===== config.mk =====
export PLATFORM = sky130hd
export DESIGN_NAME = timer_unit
export DESIGN_NICKNAME = d
export VERILOG_FILES = /design/src/rtl/timer_defs.sv /design/src/rtl/timer_channel.sv /design/src/rtl/timer_unit.sv
export SDC_FILE = /design/constraint.sdc
export NUM_CORES = 1
export LEC_CHECK = 0
export ABC_AREA = 1
export CAP_MARGIN = 20
export CORE_MARGIN = 8
export CORE_UTILIZATION = 60
export CTS_CLUSTER_SIZE = 20
export DETAILED_ROUTE_END_ITERATION = 16
export GPL_TIMING_DRIVEN = 0
export PLACE_DENSITY_LB_ADDON = 0.3
export REMOVE_ABC_BUFFERS = 1
export SLEW_MARGIN = 0
export SYNTH_ARGS = -nofsm -noshare
export SYNTH_HDL_FRONTEND = slang
export SYNTH_SLANG_ARGS = --single-unit
export TNS_END_PERCENT = 1

===== constraint.sdc =====
create_clock -name iClock -period 4.3 [get_ports iClock]
set_clock_uncertainty 0.1 [all_clocks]
set_input_delay 0.86 -clock iClock [delete_from_list [all_inputs] [get_ports iClock]]
set_output_delay 0.86 -clock iClock [all_outputs]
set_load 0.005 [all_outputs]

===== src/rtl/timer_defs.sv =====
// ============================================================================
//  Module      : timer_defs (package)
//  Description : Shared definitions for the multi-channel DIV/TIMA/TMA/TAC
//                timer: register offsets, TAC tap-bit positions and the
//                channel overflow/reload state encoding.
//  Revision    : 1.0 - initial release
// ============================================================================
`default_nettype none

package timer_defs;

    // Register offsets within a channel window (iAddr[1:0])
    localparam logic [1:0] REG_DIV  = 2'd0;
    localparam logic [1:0] REG_TIMA = 2'd1;
    localparam logic [1:0] REG_TMA  = 2'd2;
    localparam logic [1:0] REG_TAC  = 2'd3;

    // System-counter bit observed for each TAC[1:0] selection
    localparam int TAP_BIT_SEL0 = 9;
    localparam int TAP_BIT_SEL1 = 3;
    localparam int TAP_BIT_SEL2 = 5;
    localparam int TAP_BIT_SEL3 = 7;

    // Address space always decodes four channel windows
    localparam int MAX_CH = 4;

    // Channel overflow sequencing
    typedef enum logic [1:0] {
        CH_RUN    = 2'd0,
        CH_OVF    = 2'd1,
        CH_RELOAD = 2'd2
    } ch_state_e;

    // TAC bits [7:3] are not stored and always read back as ones
    function automatic logic [7:0] tac_readback(input logic [2:0] tac);
        return {5'b11111, tac};
    endfunction

endpackage

`default_nettype wire


===== src/rtl/timer_channel.sv =====
// ============================================================================
//  Module      : timer_channel
//  Description : One TIMA/TMA/TAC timer channel. Detects falling edges of
//                (selected counter tap & enable) between the current and the
//                next-cycle state, handles the delayed overflow reload and
//                emits a one-cycle interrupt pulse.
//  Ports       : iClock/iReset  - clock, synchronous active-high reset
//                iTick          - M-cycle pulse
//                iCurTaps       - counter tap bits now   {sel3,sel2,sel1,sel0}
//                iNxtTaps       - counter tap bits after this edge
//                iWrTima/iWrTma/iWrTac - decoded write strobes, iWData data
//                oTima/oTma/oTac - stored register values
//                oIrq           - interrupt pulse, coincident with the reload
//  Revision    : 1.0 - initial release
// ============================================================================
`default_nettype none

module timer_channel
    import timer_defs::*;
(
    input  logic       iClock,
    input  logic       iReset,
    input  logic       iTick,
    input  logic [3:0] iCurTaps,
    input  logic [3:0] iNxtTaps,
    input  logic       iWrTima,
    input  logic       iWrTma,
    input  logic       iWrTac,
    input  logic [7:0] iWData,
    output logic [7:0] oTima,
    output logic [7:0] oTma,
    output logic [2:0] oTac,
    output logic       oIrq
);

    ch_state_e  state_q, state_d;
    logic [7:0] tima_q, tima_d;
    logic [7:0] tma_q, tma_d;
    logic [2:0] tac_q, tac_d;
    logic       irq_q, irq_d;
    logic       inc_cur, inc_nxt, fall;
    logic [7:0] base;

    assign tma_d = iWrTma ? iWData : tma_q;
    assign tac_d = iWrTac ? iWData[2:0] : tac_q;

    // The "next" side uses the post-write TAC, so disabling the channel or
    // moving the tap while the old tap is high produces an increment, as on
    // the original part.
    assign inc_cur = iCurTaps[tac_q[1:0]] & tac_q[2];
    assign inc_nxt = iNxtTaps[tac_d[1:0]] & tac_d[2];
    assign fall    = inc_cur & ~inc_nxt;

    always_comb begin
        state_d = state_q;
        tima_d  = tima_q;
        irq_d   = 1'b0;
        base    = tima_q;
        unique case (state_q)
            CH_RUN: begin
                if (iWrTima) begin
                    tima_d = iWData;
                end else if (fall) begin
                    if (tima_q == 8'hFF) begin
                        tima_d  = 8'h00;
                        state_d = CH_OVF;
                    end else begin
                        tima_d = tima_q + 8'd1;
                    end
                end
            end
            CH_OVF: begin
                // TIMA sits at zero for one M-cycle before the reload
                if (iWrTima) begin
                    tima_d  = iWData;
                    state_d = CH_RUN;
                end else if (iTick) begin
                    tima_d  = tma_d;
                    irq_d   = 1'b1;
                    state_d = CH_RELOAD;
                end
            end
            CH_RELOAD: begin
                // TIMA writes are dropped; TMA writes pass through to TIMA
                base   = iWrTma ? iWData : tima_q;
                tima_d = base;
                if (iTick) begin
                    state_d = CH_RUN;
                end
                if (fall) begin
                    if (base == 8'hFF) begin
                        tima_d  = 8'h00;
                        state_d = CH_OVF;
                    end else begin
                        tima_d = base + 8'd1;
                    end
                end
            end
            default: state_d = CH_RUN;
        endcase
    end

    always_ff @(posedge iClock) begin
        if (iReset) begin
            state_q <= CH_RUN;
            tima_q  <= 8'h00;
            tma_q   <= 8'h00;
            tac_q   <= 3'b000;
            irq_q   <= 1'b0;
        end else begin
            state_q <= state_d;
            tima_q  <= tima_d;
            tma_q   <= tma_d;
            tac_q   <= tac_d;
            irq_q   <= irq_d;
        end
    end

    assign oTima = tima_q;
    assign oTma  = tma_q;
    assign oTac  = tac_q;
    assign oIrq  = irq_q;

endmodule

`default_nettype wire


===== src/rtl/timer_unit.sv =====
// ============================================================================
//  Module      : timer_unit
//  Description : Multi-channel DIV/TIMA/TMA/TAC timer. Holds the shared
//                free-running system counter, the register address decode and
//                the read mux; one timer_channel per channel.
//  Ports       : iClock/iReset - clock, synchronous active-high reset
//                iTick         - M-cycle pulse gating all timer progress
//                iWe/iAddr/iWData - register write {ch[1:0],reg[1:0]}
//                oRData        - combinational read data for iAddr
//                oDiv          - upper byte of the system counter
//                oTima         - TIMA of every channel, ch0 in [7:0]
//                oIrq          - per-channel interrupt pulse
//  Revision    : 1.0 - initial release
// ============================================================================
`default_nettype none

module timer_unit
    import timer_defs::*;
#(
    parameter int N_CH     = 1,
    parameter int CNT_W    = 16,
    parameter int TICK_INC = 4,
    parameter int CNT_INIT = 0
) (
    input  logic              iClock,
    input  logic              iReset,
    input  logic              iTick,
    input  logic              iWe,
    input  logic [3:0]        iAddr,
    input  logic [7:0]        iWData,
    output logic [7:0]        oRData,
    output logic [7:0]        oDiv,
    output logic [8*N_CH-1:0] oTima,
    output logic [N_CH-1:0]   oIrq
);

    logic [CNT_W-1:0] cnt_q, cnt_d;
    logic [1:0]       addr_ch, addr_reg;
    logic             ch_valid, wr_any, div_wr;
    logic [3:0]       cur_taps, nxt_taps;

    // Padded to the full address space so the read mux indexes cleanly
    logic [7:0] tima_all [MAX_CH];
    logic [7:0] tma_all  [MAX_CH];
    logic [2:0] tac_all  [MAX_CH];

    assign addr_ch  = iAddr[3:2];
    assign addr_reg = iAddr[1:0];
    assign ch_valid = int'(addr_ch) < N_CH;
    assign wr_any   = iWe & ch_valid;
    assign div_wr   = wr_any & (addr_reg == REG_DIV);

    // DIV write clears the counter and wins over a same-cycle tick
    always_comb begin
        cnt_d = cnt_q;
        if (div_wr) begin
            cnt_d = '0;
        end else if (iTick) begin
            cnt_d = cnt_q + CNT_W'(TICK_INC);
        end
    end

    always_ff @(posedge iClock) begin
        if (iReset) begin
            cnt_q <= CNT_W'(CNT_INIT);
        end else begin
            cnt_q <= cnt_d;
        end
    end

    assign oDiv = cnt_q[CNT_W-1 -: 8];

    assign cur_taps = {cnt_q[TAP_BIT_SEL3], cnt_q[TAP_BIT_SEL2],
                       cnt_q[TAP_BIT_SEL1], cnt_q[TAP_BIT_SEL0]};
    assign nxt_taps = {cnt_d[TAP_BIT_SEL3], cnt_d[TAP_BIT_SEL2],
                       cnt_d[TAP_BIT_SEL1], cnt_d[TAP_BIT_SEL0]};

    generate
        for (genvar i = 0; i < MAX_CH; i++) begin : g_ch
            if (i < N_CH) begin : g_used
                logic sel;
                assign sel = wr_any & (addr_ch == 2'(i));

                timer_channel u_channel (
                    .iClock   (iClock),
                    .iReset   (iReset),
                    .iTick    (iTick),
                    .iCurTaps (cur_taps),
                    .iNxtTaps (nxt_taps),
                    .iWrTima  (sel & (addr_reg == REG_TIMA)),
                    .iWrTma   (sel & (addr_reg == REG_TMA)),
                    .iWrTac   (sel & (addr_reg == REG_TAC)),
                    .iWData   (iWData),
                    .oTima    (tima_all[i]),
                    .oTma     (tma_all[i]),
                    .oTac     (tac_all[i]),
                    .oIrq     (oIrq[i])
                );

                assign oTima[8*i +: 8] = tima_all[i];
            end else begin : g_absent
                assign tima_all[i] = 8'hFF;
                assign tma_all[i]  = 8'hFF;
                assign tac_all[i]  = 3'b111;
            end
        end
    endgenerate

    always_comb begin
        oRData = 8'hFF;
        if (ch_valid) begin
            case (addr_reg)
                REG_DIV:  oRData = oDiv;
                REG_TIMA: oRData = tima_all[addr_ch];
                REG_TMA:  oRData = tma_all[addr_ch];
                REG_TAC:  oRData = tac_readback(tac_all[addr_ch]);
            endcase
        end
    end

    // Counter bits that are neither DIV nor a tap are intentionally unread
    logic unused_cnt;
    assign unused_cnt = ^cnt_q;

endmodule

`default_nettype wire


# ---- Word-level counts from Yosys, hierarchy flattened
# Cells that the tools add are included.
dict set report classes {
  n_reduce_logical 8
  magnitude_cmp 4
  muxes 38
  n_bitwise 12
  n_eq_ne 12
  n_addsub 3
}
# op n
set ops {}
lappend ops {{two-way mux 8 bit} 14}
lappend ops {{binary-select mux 8 bit (select 2 bit)} 2}
lappend ops {{one-hot mux 8 bit (4 select lines)} 1}
lappend ops {{one-hot mux 8 bit (3 select lines)} 1}
lappend ops {{two-way mux 10 bit} 2}
lappend ops {{adder 16 x 3 -> 16 bit, second input constant} 1}
lappend ops {{adder 8 x 1 -> 8 bit, second input constant} 2}
lappend ops {{== test 8 bit, second input constant} 2}
lappend ops {{two-way mux 2 bit} 8}
lappend ops {{AND 1 bit} 9}
lappend ops {{two-way mux 3 bit} 3}
lappend ops {{binary-select mux 3 bit (select 2 bit)} 1}
lappend ops {{== test 2 bit, second input constant} 3}
lappend ops {{zero test 2 bit} 3}
lappend ops {{< comparator 2 x 3 -> 1 bit, second input constant} 2}
lappend ops {{one-hot mux 2 bit (3 select lines)} 1}
lappend ops {{binary-select mux 1 bit (select 2 bit)} 2}
lappend ops {{== test 2 x 1 -> 1 bit, second input constant} 2}
lappend ops {{!= test 2 x 1 -> 1 bit, second input constant} 2}
lappend ops {{AND reduction 4 bit} 1}
lappend ops {{>= comparator 3 bit, second input constant} 1}
lappend ops {{two-way mux 1 bit} 3}
lappend ops {{!= test 3 x 1 -> 1 bit, second input constant} 1}
lappend ops {{!= test 3 x 2 -> 1 bit, second input constant} 1}
lappend ops {{8 further kinds} 9}
dict set report word_totals {
  inputBits 16
  out_inout_bits 25
  regBits 38
  elab_cells 84
}

# ---- Logic depth before layout (Yosys ltp)
# Gate-level depths: netlist of the first run.
dict set report logic_depth {
  depth_word 13
  mapped_depth 18
  mapped_depth_nobuf 16
}

# ---- By module
# Synthesis of the first run repeated with hierarchy kept, for this count alone.
dict set report unflattened {
  hier_cells 490
  hier_area_um2 2990.4
}
# mod cells_per_inst instances area_each_um2 seq_area_each_um2
set by_module_without_submodules {}
lappend by_module_without_submodules {timer_channel 331 1 1960.6 440.4}
lappend by_module_without_submodules {timer_unit 159 1 1029.7 280.3}

# ---- Worst setup path after synthesis of the first run
# OpenSTA, ideal clock, no wires.
dict set report synth_path {
  path_kind {input port to flip-flop}
  startpoint {input port iAddr[0]}
  endpoint {register g_ch[0].g_used.u_channel.state_q[1]}
  t_required_ns 4.072
  setup_time_ns 0.128
  stages 15
  setup_slack_ns 1.651
  path_buffers 1
  t_arrival_ns 2.422
  cell_sequence {buf_6 inv_4 nand2_4 nor2_4 nand2_1 nand2_1 ha_1 nand3_1 nor2_2 nand3_2 nand3b_1 a21oi_1 nor2_1 nor2_1 nor2_1}
}
dict set report synth_between {
  elab_chain_len 10
  elab_cells_between_ends 25
  cone_classes {7 x eq/ne; 9 x mux; 7 x bitwise; 2 x reduce/logical}
}
# item line_no
set synth_lines {}
lappend synth_lines {{start, declared} timer_unit.sv:29} ;# input logic [3:0] iAddr,
lappend synth_lines {{== test 2 bit / zero test 2 bit (equally long branches)} {timer_unit.sv:92, timer_unit.sv:51}}
lappend synth_lines {{AND 1 bit, on equally long branches} {timer_unit.sv:92, timer_unit.sv:51}}
lappend synth_lines {{two-way mux 3 bit / two-way mux 10 bit (equally long branches)} {timer_channel.sv:45, timer_unit.sv:56}}
lappend synth_lines {{binary-select mux 1 bit (select 2 bit)} timer_channel.sv:51} ;# assign inc_nxt = iNxtTaps[tac_d[1:0]] & tac_d[2];
lappend synth_lines {{two-way mux 1 bit (implied by the code)} timer_channel.sv:51}
lappend synth_lines {{AND 1 bit} timer_channel.sv:51}
lappend synth_lines {{inverter 1 bit} timer_channel.sv:52} ;# assign fall = inc_cur & ~inc_nxt;
lappend synth_lines {{AND 1 bit} timer_channel.sv:52}
lappend synth_lines {{two-way mux 2 bit / != test 2 x 1 -> 1 bit (equally long branches)} --}
lappend synth_lines {{one-hot mux 2 bit (3 select lines) / AND reduction 4 bit (equally long branches)} --}
lappend synth_lines {{end signal, assigned} timer_channel.sv:111} ;# state_q <= state_d;
lappend synth_lines {{end, declared} timer_channel.sv:36} ;# ch_state_e state_q, state_d;
# Several ways; a longest one is shown, not always the timed one. The select of a mux whose other input is x is not followed.
# A chain may end at the register's enable or synchronous reset.

# ---- Final worst setup path of the first run
dict set report layout_path {
  startpoint {input port iAddr[0]}
  endpoint {output port oRData[2]}
}
dict set report layout_between {
  elab_chain_len 3
  elab_cells_between_ends 6
  cone_classes {3 x eq/ne; 2 x mux; 1 x reduce/logical}
}
# item line_no
set layout_lines {}
lappend layout_lines {{== test 2 bit, or another cell as far along} timer_unit.sv:112} ;# case (addr_reg)
lappend layout_lines {{one-hot mux 8 bit (4 select lines) *} timer_unit.sv:112}
lappend layout_lines {{two-way mux 8 bit *} timer_unit.sv:111} ;# if (ch_valid) begin
lappend layout_lines {{end, declared} timer_unit.sv:31} ;# output logic [7:0] oRData,
# Every way passes the cells marked *; elsewhere a longest branch is shown, timed or not.

==> results.md, run 1 <==
Status:
- The flow ran to the end, and the final reports show no timing, DRC or antenna violations.

Routing:
- The detailed-route wire length is 7620 um.
- The via-per-instance ratio is 5.53.
- The routed layout has 3059 vias.
- The routed length per placed instance is 13.8 um.
- The number of violations reported at the end of detailed-routing iteration 0 is 240.
- The pre-antenna-repair detailed-routing pass consisted of 5 iterations.
- The number of DRC violations after detailed routing is 0.
- The count of nets left with antenna violations once routing finished came out at 0.

Timing:
- The timing-limited maximum frequency is 0.270 GHz.
- Adding up every negative setup slack in the final design gives 0 ns.
- The headroom to the max-slew limit is 45.7%.
- The final-report max-slew violation count came to 0.
- The final-report hold violation count is 0.
- Subtracting the final worst setup slack from the clock period gives 3.70 ns.
- Setup violations remaining at the end of the flow were counted as 0.
- Of the available clock period, the critical path in the final layout requires 86.0%.
- Setup repair after global routing left no endpoint under its margin.
- For the pin with the worst max-slew slack, the measured transition is 0.811 ns.

Worst hold path:
- The type of the most critical hold path is reg2reg.
- The worst-case hold path end point is cnt_q[6].
- The worst hold path depth is 2.
- The beginning of the worst hold path is cnt_q[6].

Synth:
- Sorting the synthesized cells by how often they occur yields 116 x nand2_1, 60 x inv_1, 47 x nor2_1.
- The proportion of register bits with asynchronous set or reset after synthesis is 0%.
- In this run the biggest area consumer among cell types represents 24.6% of the synthesized area.
- Among all flip-flop cells after synthesis, the most frequent one is dfxtp_1.
- Counting flops with a built-in enable in the synthesized netlist gives 0.
- The share of the Yosys chip area taken by registers is 24.6%.
- By area the synthesized netlist is led by dfxtp_1 25%, nand2_1 15%, inv_1 7.7%, nor2_1 6.0%, o21ai_0 5.3%.
- Summing every instance area after synthesis gives 2930 sq um.
- The cell taking the most area after synthesis is dfxtp_1.
- The Yosys step of the flow raised 0 warnings.
- The instance count of the mapped netlist is 460.
- The most numerous cell in the Yosys netlist is nand2_1.
- The number of different library cells in the post-synthesis netlist is 43.
- The post-synthesis register bit count is 36.
- The synthesized area divided by synthesized cell count is 6.36 sq um.

Setup path:
- The cell seen most often among critical-path stages is clkdlybuf4s50_1.
- STA classifies the critical path endpoint as an output pin.
- Counting cells, the worst reg-to-reg path comes to 12.
- In this run the critical register-to-register path is launched from cnt_q[2].
- The critical path depth is 6.
- In this design, the largest share of critical-path delay is due to buffers and inverters.
- The largest single stage delay on the critical path is 0.66 ns.
- The type of element launching the critical path is an input pin.
- Traced cell by cell, the critical path runs through clkdlybuf4s50_1 > inv_4 > nor2_2 > a221oi_1 > o211ai_1 > clkdlybuf4s50_1.
- The number of buffers and inverters on the critical path is 3.
- The biggest fanout along the worst timing path is 10.
- The worst setup slack for register-to-register paths is 2.03 ns.
- For this design, the slowest cell found on the critical path is clkdlybuf4s50_1.
- At the worst endpoint, the arrival time is 2.74 ns.
- The critical path in this run is classified as in2out.
- The worst setup path startpoint is iAddr[0].
- The reg-to-reg critical path endpoint is g_ch[0].g_used.u_channel.oTima[7].
- The data required time of the worst path is 3.34 ns.

Global route:
- The first global-routing pass estimated 12800 um of wire.
- The initial antenna violation count is 0.
- The via count of the first global-routing pass is 2886.
- After global routing the overflow that remains totals 0.
- Global routing used 21.3% of the available tracks across all layers.
- The pin count of the biggest net entering global routing is 20.

Clock tree:
- The number of clock sinks seen by CTS is 36.
- The number of buffers inserted by post-CTS setup repair is 0.
- The CTS H-tree depth is 2.
- The clock passes through at most 2 buffers.
- Clock latency on the worst-skew pair, taken at its later pin, is 0.30 ns.
- The clock tree root driver cell is clkbuf_8.
- Buffers inserted during clock tree synthesis total 5.
- The TritonCTS clock tree is yes.
- The clock-pin slew reported for the worst setup and hold paths after clock tree synthesis is 0.08 ns.
- Once the clock tree was built, the resizer swapped 0 gates to a different size.
- The number of buffers added to fix hold violations after cts is 0.

Cells and area:
- The area occupied by registers is 721 sq um.
- The layout has 423 filler cells.
- The number of diodes added for antenna fixing is 0.
- The layout overhead on the synthesized area is 14.7%.
- After the last flow step, the layout net total stands at 508.
- In the final layout, the multi-input gates occupy 1790 sq um.
- The post-route netlist has 10.7% of its cells at a drive strength greater than 1.

Floorplanning:
- The die boundary width is 85.9 um.
- Measured along the y axis, the die boundary spans 85.9 um.
- The number of I/O pins is 41.
- The initial cell density of the core is 62.0%.
- The die outline area is 7370 sq um.
- Row generation in the floorplan step produced 25 rows.
- After floorplanning, the core was sized to cover 4720 sq um.

Place:
- The routability-driven placement congestion ratio is 0.978.
- In this run the tool buffered the top-level ports with 40 buffer cells.
- The HPWL after detailed placement is 5910 um.

Pwr:
- Power comes to 1.03 mW.
- For this design the static power due to leakage is 1.40 nW.
- The worst ir drop on vdd is 0.210 mV.
- In this run the power density over the cells is 305 nW/um^2.

Flow run:
- Max-cap violations in this run came to 0.
## cell type report
type | instances | area share [%]
Clock buffer | 6 | 2.16
Clock inverter | 2 | 1.04
Inverter | 66 | 7.75
Multi-Input combinational cell | 336 | 53.2
Sequential cell | 36 | 21.5
Tap cell | 67 | 2.50
Timing Repair Buffer | 40 | 11.9
## flip-flops by register name, indices dropped and copies added, names as in the netlist
name / flops
cnt_q: 14
g_ch.g_used.u_channel.oIrq: 1
g_ch.g_used.u_channel.oTac: 3
g_ch.g_used.u_channel.oTima: 8
g_ch.g_used.u_channel.oTma: 8
g_ch.g_used.u_channel.state_q: 2
## per-stage QoR
| step | hold WS [ns] | utilization [%] | instances | setup WS [ns] | cell area [sq um] |
|---|---|---|---|---|---|
| floorplan | 0.352 | - | 438 | 1.44 | 2770 |
| global placement | 0.360 | 68.8 | 545 | 0.551 | 3250 |
| detailed placement | 0.378 | 68.8 | 545 | 0.477 | 3250 |
| CTS | 0.390 | 71.1 | 553 | 0.590 | 3360 |
| global route | 0.414 | 71.1 | 553 | 0.492 | 3360 |
| finish | 0.387 | 71.1 | 553 | 0.602 | 3360 |
## cells in the final DEF, fill, tap and decap left out, types with 3 or more instances in the layout
cell,instances
nor2_2,7
nor2_1,47
o2111ai_1,3
nand3_1,21
nand2_2,6
nand3_2,4
nand2_4,4
clkbuf_8,5
nor2_4,4
o21ai_1,4
ha_1,7
o21ai_0,31
a21oi_2,8
inv_1,60
dfxtp_1,36
inv_4,3
clkdlybuf4s50_1,40
nand4_1,4
o211ai_1,5
xor2_1,7
nor3_1,9
a21oi_1,28
nand2_1,116
o21bai_1,3
## worst reg2reg max path, delay by kind of cell (launching register included)
kind | cells | cell delay, ns
AO/OA/AOI/OAI | 3 | 0.54
flip-flops | 1 | 0.35
buffers and inverters | 1 | 0.08
adder cells (fa/ha/maj) | 1 | 0.28
AND/OR/NAND/NOR | 7 | 0.77
## routing by layer
metal  track usage, %  up-vias  routed length (um)
met5                0        -                   0
met4             7.80        0                 191
met3             5.44       18                 649
met2             35.5      148                3490
met1             25.5     1370                3290
li1                 -     1523                   -
## worst max-delay path by stage
stage / to / slack [ns]
after floorplan: g_ch[0].g_used.u_channel.state_q[1] / 1.44
after global placement: g_ch[0].g_used.u_channel.state_q[1] / 0.55
after detailed placement: g_ch[0].g_used.u_channel.state_q[1] / 0.48
after CTS: oRData[2] / 0.59
after global routing: oRData[2] / 0.49
final: oRData[2] / 0.60
## power by group
group / total [mW] / internal [mW] / switching [mW] / leakage [nW]
registers: 0.378 / 0.354 / 0.0240 / 0.291
logic: 0.346 / 0.136 / 0.209 / 1.06
clock network: 0.303 / 0.172 / 0.130 / 0.0552
total: 1.03 / 0.662 / 0.364 / 1.40
## cell families (layout without fill, tap and decap cells)
kind of cell / count (synthesis) / after routing / synth area share (%)
buf+inv: 88 / 114 / 14.4
mux: 1 / 1 / 0.342
xor+xnor: 9 / 9 / 2.69
simple gates: 228 / 228 / 36.2
flops: 36 / 36 / 24.6
fa+ha+maj: 7 / 7 / 2.99
compound gates: 91 / 91 / 18.8
Power figures use the tool's default switching activity.
==> run 2, diff against run 1 <==
--- a/config.mk
+++ b/config.mk
@@ -12,8 +12,10 @@
 export CTS_CLUSTER_SIZE = 20
 export DETAILED_ROUTE_END_ITERATION = 16
 export GPL_TIMING_DRIVEN = 0
+export MAX_ROUTING_LAYER = met4
 export PLACE_DENSITY_LB_ADDON = 0.3
 export REMOVE_ABC_BUFFERS = 1
+export SKIP_CTS_REPAIR_TIMING = 1
 export SLEW_MARGIN = 0
 export SYNTH_ARGS = -nofsm -noshare
 export SYNTH_HDL_FRONTEND = slang
==> run 2 against run 1 <==
  * Sequential power about the same
  * Register-to-register slack better by 0.03 ns
  * Final cell count unchanged
  * Maximum frequency down 0.33%
  * Critical path depth unchanged
  * Setup slack worse by 0.012 ns
  * Global-route usage up 1.4 points
  * Non-clock buffer count unchanged
  * Clock power down 13%
==> results.md, run 2 (synthesis gave the netlist of run 1 again) <==
Routing:
- The routed length per placed instance came to 14.4 um (+4.8%).
- The iteration count of the initial detailed-routing pass is 6 (+1).
- The residual antenna-violating net count after detailed routing is 0 (unchanged).
- The via-per-instance ratio is 5.58 (+0.88%).
- The number of violations reported at the end of detailed-routing iteration 0 was 330 (+38%).
- The detailed-route via count was 3086 (+0.88%).
- The number of DRC violations after detailed routing is 0 (unchanged).
- The detailed-route wire length was 7980 um (+4.8%).

Place:
- The number of placed instances, taps included was 545 (unchanged).
- The quantity of I/O buffers inserted on ports is 40 (unchanged).
- The total cell area at the placement stage is 3250 sq um (unchanged).
- The routability-driven placement congestion ratio is 0.987 (+0.86%).
- The detailed placement HPWL came to 6070 um (+2.8%).

Global route:
- The initial antenna violation count is 0 (unchanged).
- The pin count of the biggest net entering global routing is 20 (unchanged).
- The total routing usage reported by global routing is 22.7% (+1.4 points).
- The overall overflow remaining after global route came to 0 (unchanged).
- The wire length of the first global-routing pass is 13200 um (+2.9%).
- The via count of the first global-routing pass is 2865 (-0.73%).

Clock tree:
- The clock tree root driver cell is clkbuf_8.
- The latest clock arrival within the worst-skew pair was 0.30 ns (about the same).
- TritonCTS built the clock tree.
- The maximum clock path buffer count is 2 (unchanged).
- The number of buffers added by the clock tree synthesis step is 5 (unchanged).
- The CTS H-tree depth is 2 (unchanged).
- The number of clock sinks seen by CTS is 36 (unchanged).
- The clock-pin slew reported for the worst setup and hold paths after clock tree synthesis came to 0.08 ns (about the same).

Timing:
- The final count of negative-setup-slack endpoints was 0 (unchanged).
- Setup repair after global routing left no endpoint under its margin.
- The minimum clock period after layout is 3.71 ns (+0.0121 ns).
- The final setup TNS is 0 ns (unchanged).
- The pin slew with the least headroom to its limit came to 0.841 ns (+0.0300 ns).
- The headroom to the max-slew limit is 43.7% (-2.0 points).
- The share of the clock period used by the worst path after layout is 86.3% (+0.28 points).
- The timing-limited maximum frequency was 0.270 GHz (-0.33%).
- The final-report max-slew violation count was 0 (unchanged).
- The final-report hold violation count is 0 (unchanged).

Setup path:
- The data arrival time of the critical path came to 2.75 ns (about the same).
- By instance count, the cell type seen most on the critical path is clkdlybuf4s50_1.
- The number of cells on the worst reg-to-reg path came to 12 (unchanged).
- The longest individual stage delay on the worst path is 0.65 ns (about the same).
- The slowest stage of the critical path is the clkdlybuf4s50_1 cell.
- The worst setup slack for register-to-register paths came to 2.06 ns (+0.03 ns).
- The data required time of the worst path is 3.34 ns (about the same).
- The biggest fanout along the worst timing path is 10 (unchanged).
- The critical path goes through clkdlybuf4s50_1 > inv_4 > nor2_2 > a221oi_1 > o211ai_1 > clkdlybuf4s50_1.
- The worst setup path is launched from an input pin.
- The worst setup path startpoint is iAddr[0].
- The path type of the worst setup path is in2out.
- The critical register-to-register path startpoint is cnt_q[2].
- The worst setup path is captured at an output pin.

Cells and area:
- The fraction of final layout cells sized beyond drive strength 1 is 10.7% (unchanged).
- The top cell types in the final layout, fill and taps aside, are 116 x nand2_1, 60 x inv_1, 47 x nor2_1.
- The final net count was 508 (unchanged).
- The number of diodes added for antenna fixing was 0 (unchanged).
- The area growth from synthesis to layout is 14.3%.
- The final standard cell area without fillers was 3350 sq um (-0.41%).
- The share of the core filled with cells was 70.8% (-0.29 points).
- The final instance count without filler cells is 553 (unchanged).
- The flip-flop count of the largest register, all copies and words added is 14 (unchanged).
- The commonest non-fill, non-tap cell in the layout is nand2_1.
- Ranked by flip-flop count, first place goes to cnt_q.

Pwr:
- The static leakage was 1.39 nW (-0.76%).
- The worst ir drop on vdd was 0.229 mV (+9.0%).
- The overall power is 997 uW (-2.8%).
- The power density of the placed cells was 298 nW/um^2 (-2.4%).

Floorplanning:
- The die outline area was 7370 sq um (unchanged).
- The core area is 4720 sq um (unchanged).
- The die span in y is 85.9 um (unchanged).
- The total number of placement rows is 25 (unchanged).
- The number of I/O pins is 41 (unchanged).
- The initial cell density of the core is 62.0% (unchanged).
- The die boundary width is 85.9 um (unchanged).

Worst hold path:
- The worst hold path depth is 2 (unchanged).
- The tightest min-delay check is of the reg2reg type.
- The beginning of the worst hold path is cnt_q[6].

Status:
- The flow ran to the end, and the final reports show no timing, DRC or antenna violations.

Flow run:
- The max-capacitance violation count was 0 (unchanged).
[run 2: changes by cell type in the layout (fill, tap and decap cells not counted), sizes merged]
cell      before  now
bufinv         1    0
clkbuf         6    7
clkinv         2    1
clkinvlp       0    1
[run 2: area by class of cell]
class                           count  area (sq um)
Tap cell                           67          83.8
Clock inverter                      1          7.51
Multi-Input combinational cell    336          1790
Clock buffer                        7          86.3
Fill cell                         410          1380
Sequential cell                    36           721
Inverter                           66           260
Timing Repair Buffer               40           400
[run 2: power by group]
part | internal (mW) | switching (mW)
combinational | 0.137 | 0.218
clock | 0.130 | 0.134
sequential | 0.353 | 0.0245
[run 2: layer usage]
layer | up-vias | wire length, um | GRT usage, %
li1 | 1520 | - | -
met1 | 1345 | 3540 | 27.8
met2 | 182 | 3470 | 35.3
met3 | 39 | 693 | 4.78
met4 | 0 | 274 | 9.24
met5 | - | 0 | -
[run 2: final timing paths]
check,endpoint
max reg2reg,g_ch[0].g_used.u_channel.oTima[7]
max,oRData[2]
min reg2reg,cnt_q[6]
min,cnt_q[6]
[run 2: worst max-delay path, delay by kind of cell]
family	cells	cell delay, ns
compound gates	2	0.45
buf+inv	3	1.35
simple gates	1	0.08
[run 2: stage by stage]
stage | hold slack, ns | setup WS (ns)
detailed placement | 0.368 | 0.487
floorplan | 0.352 | 1.44
global route | 0.407 | 0.500
CTS | 0.379 | 0.576
finish | 0.380 | 0.590
global placement | 0.360 | 0.547
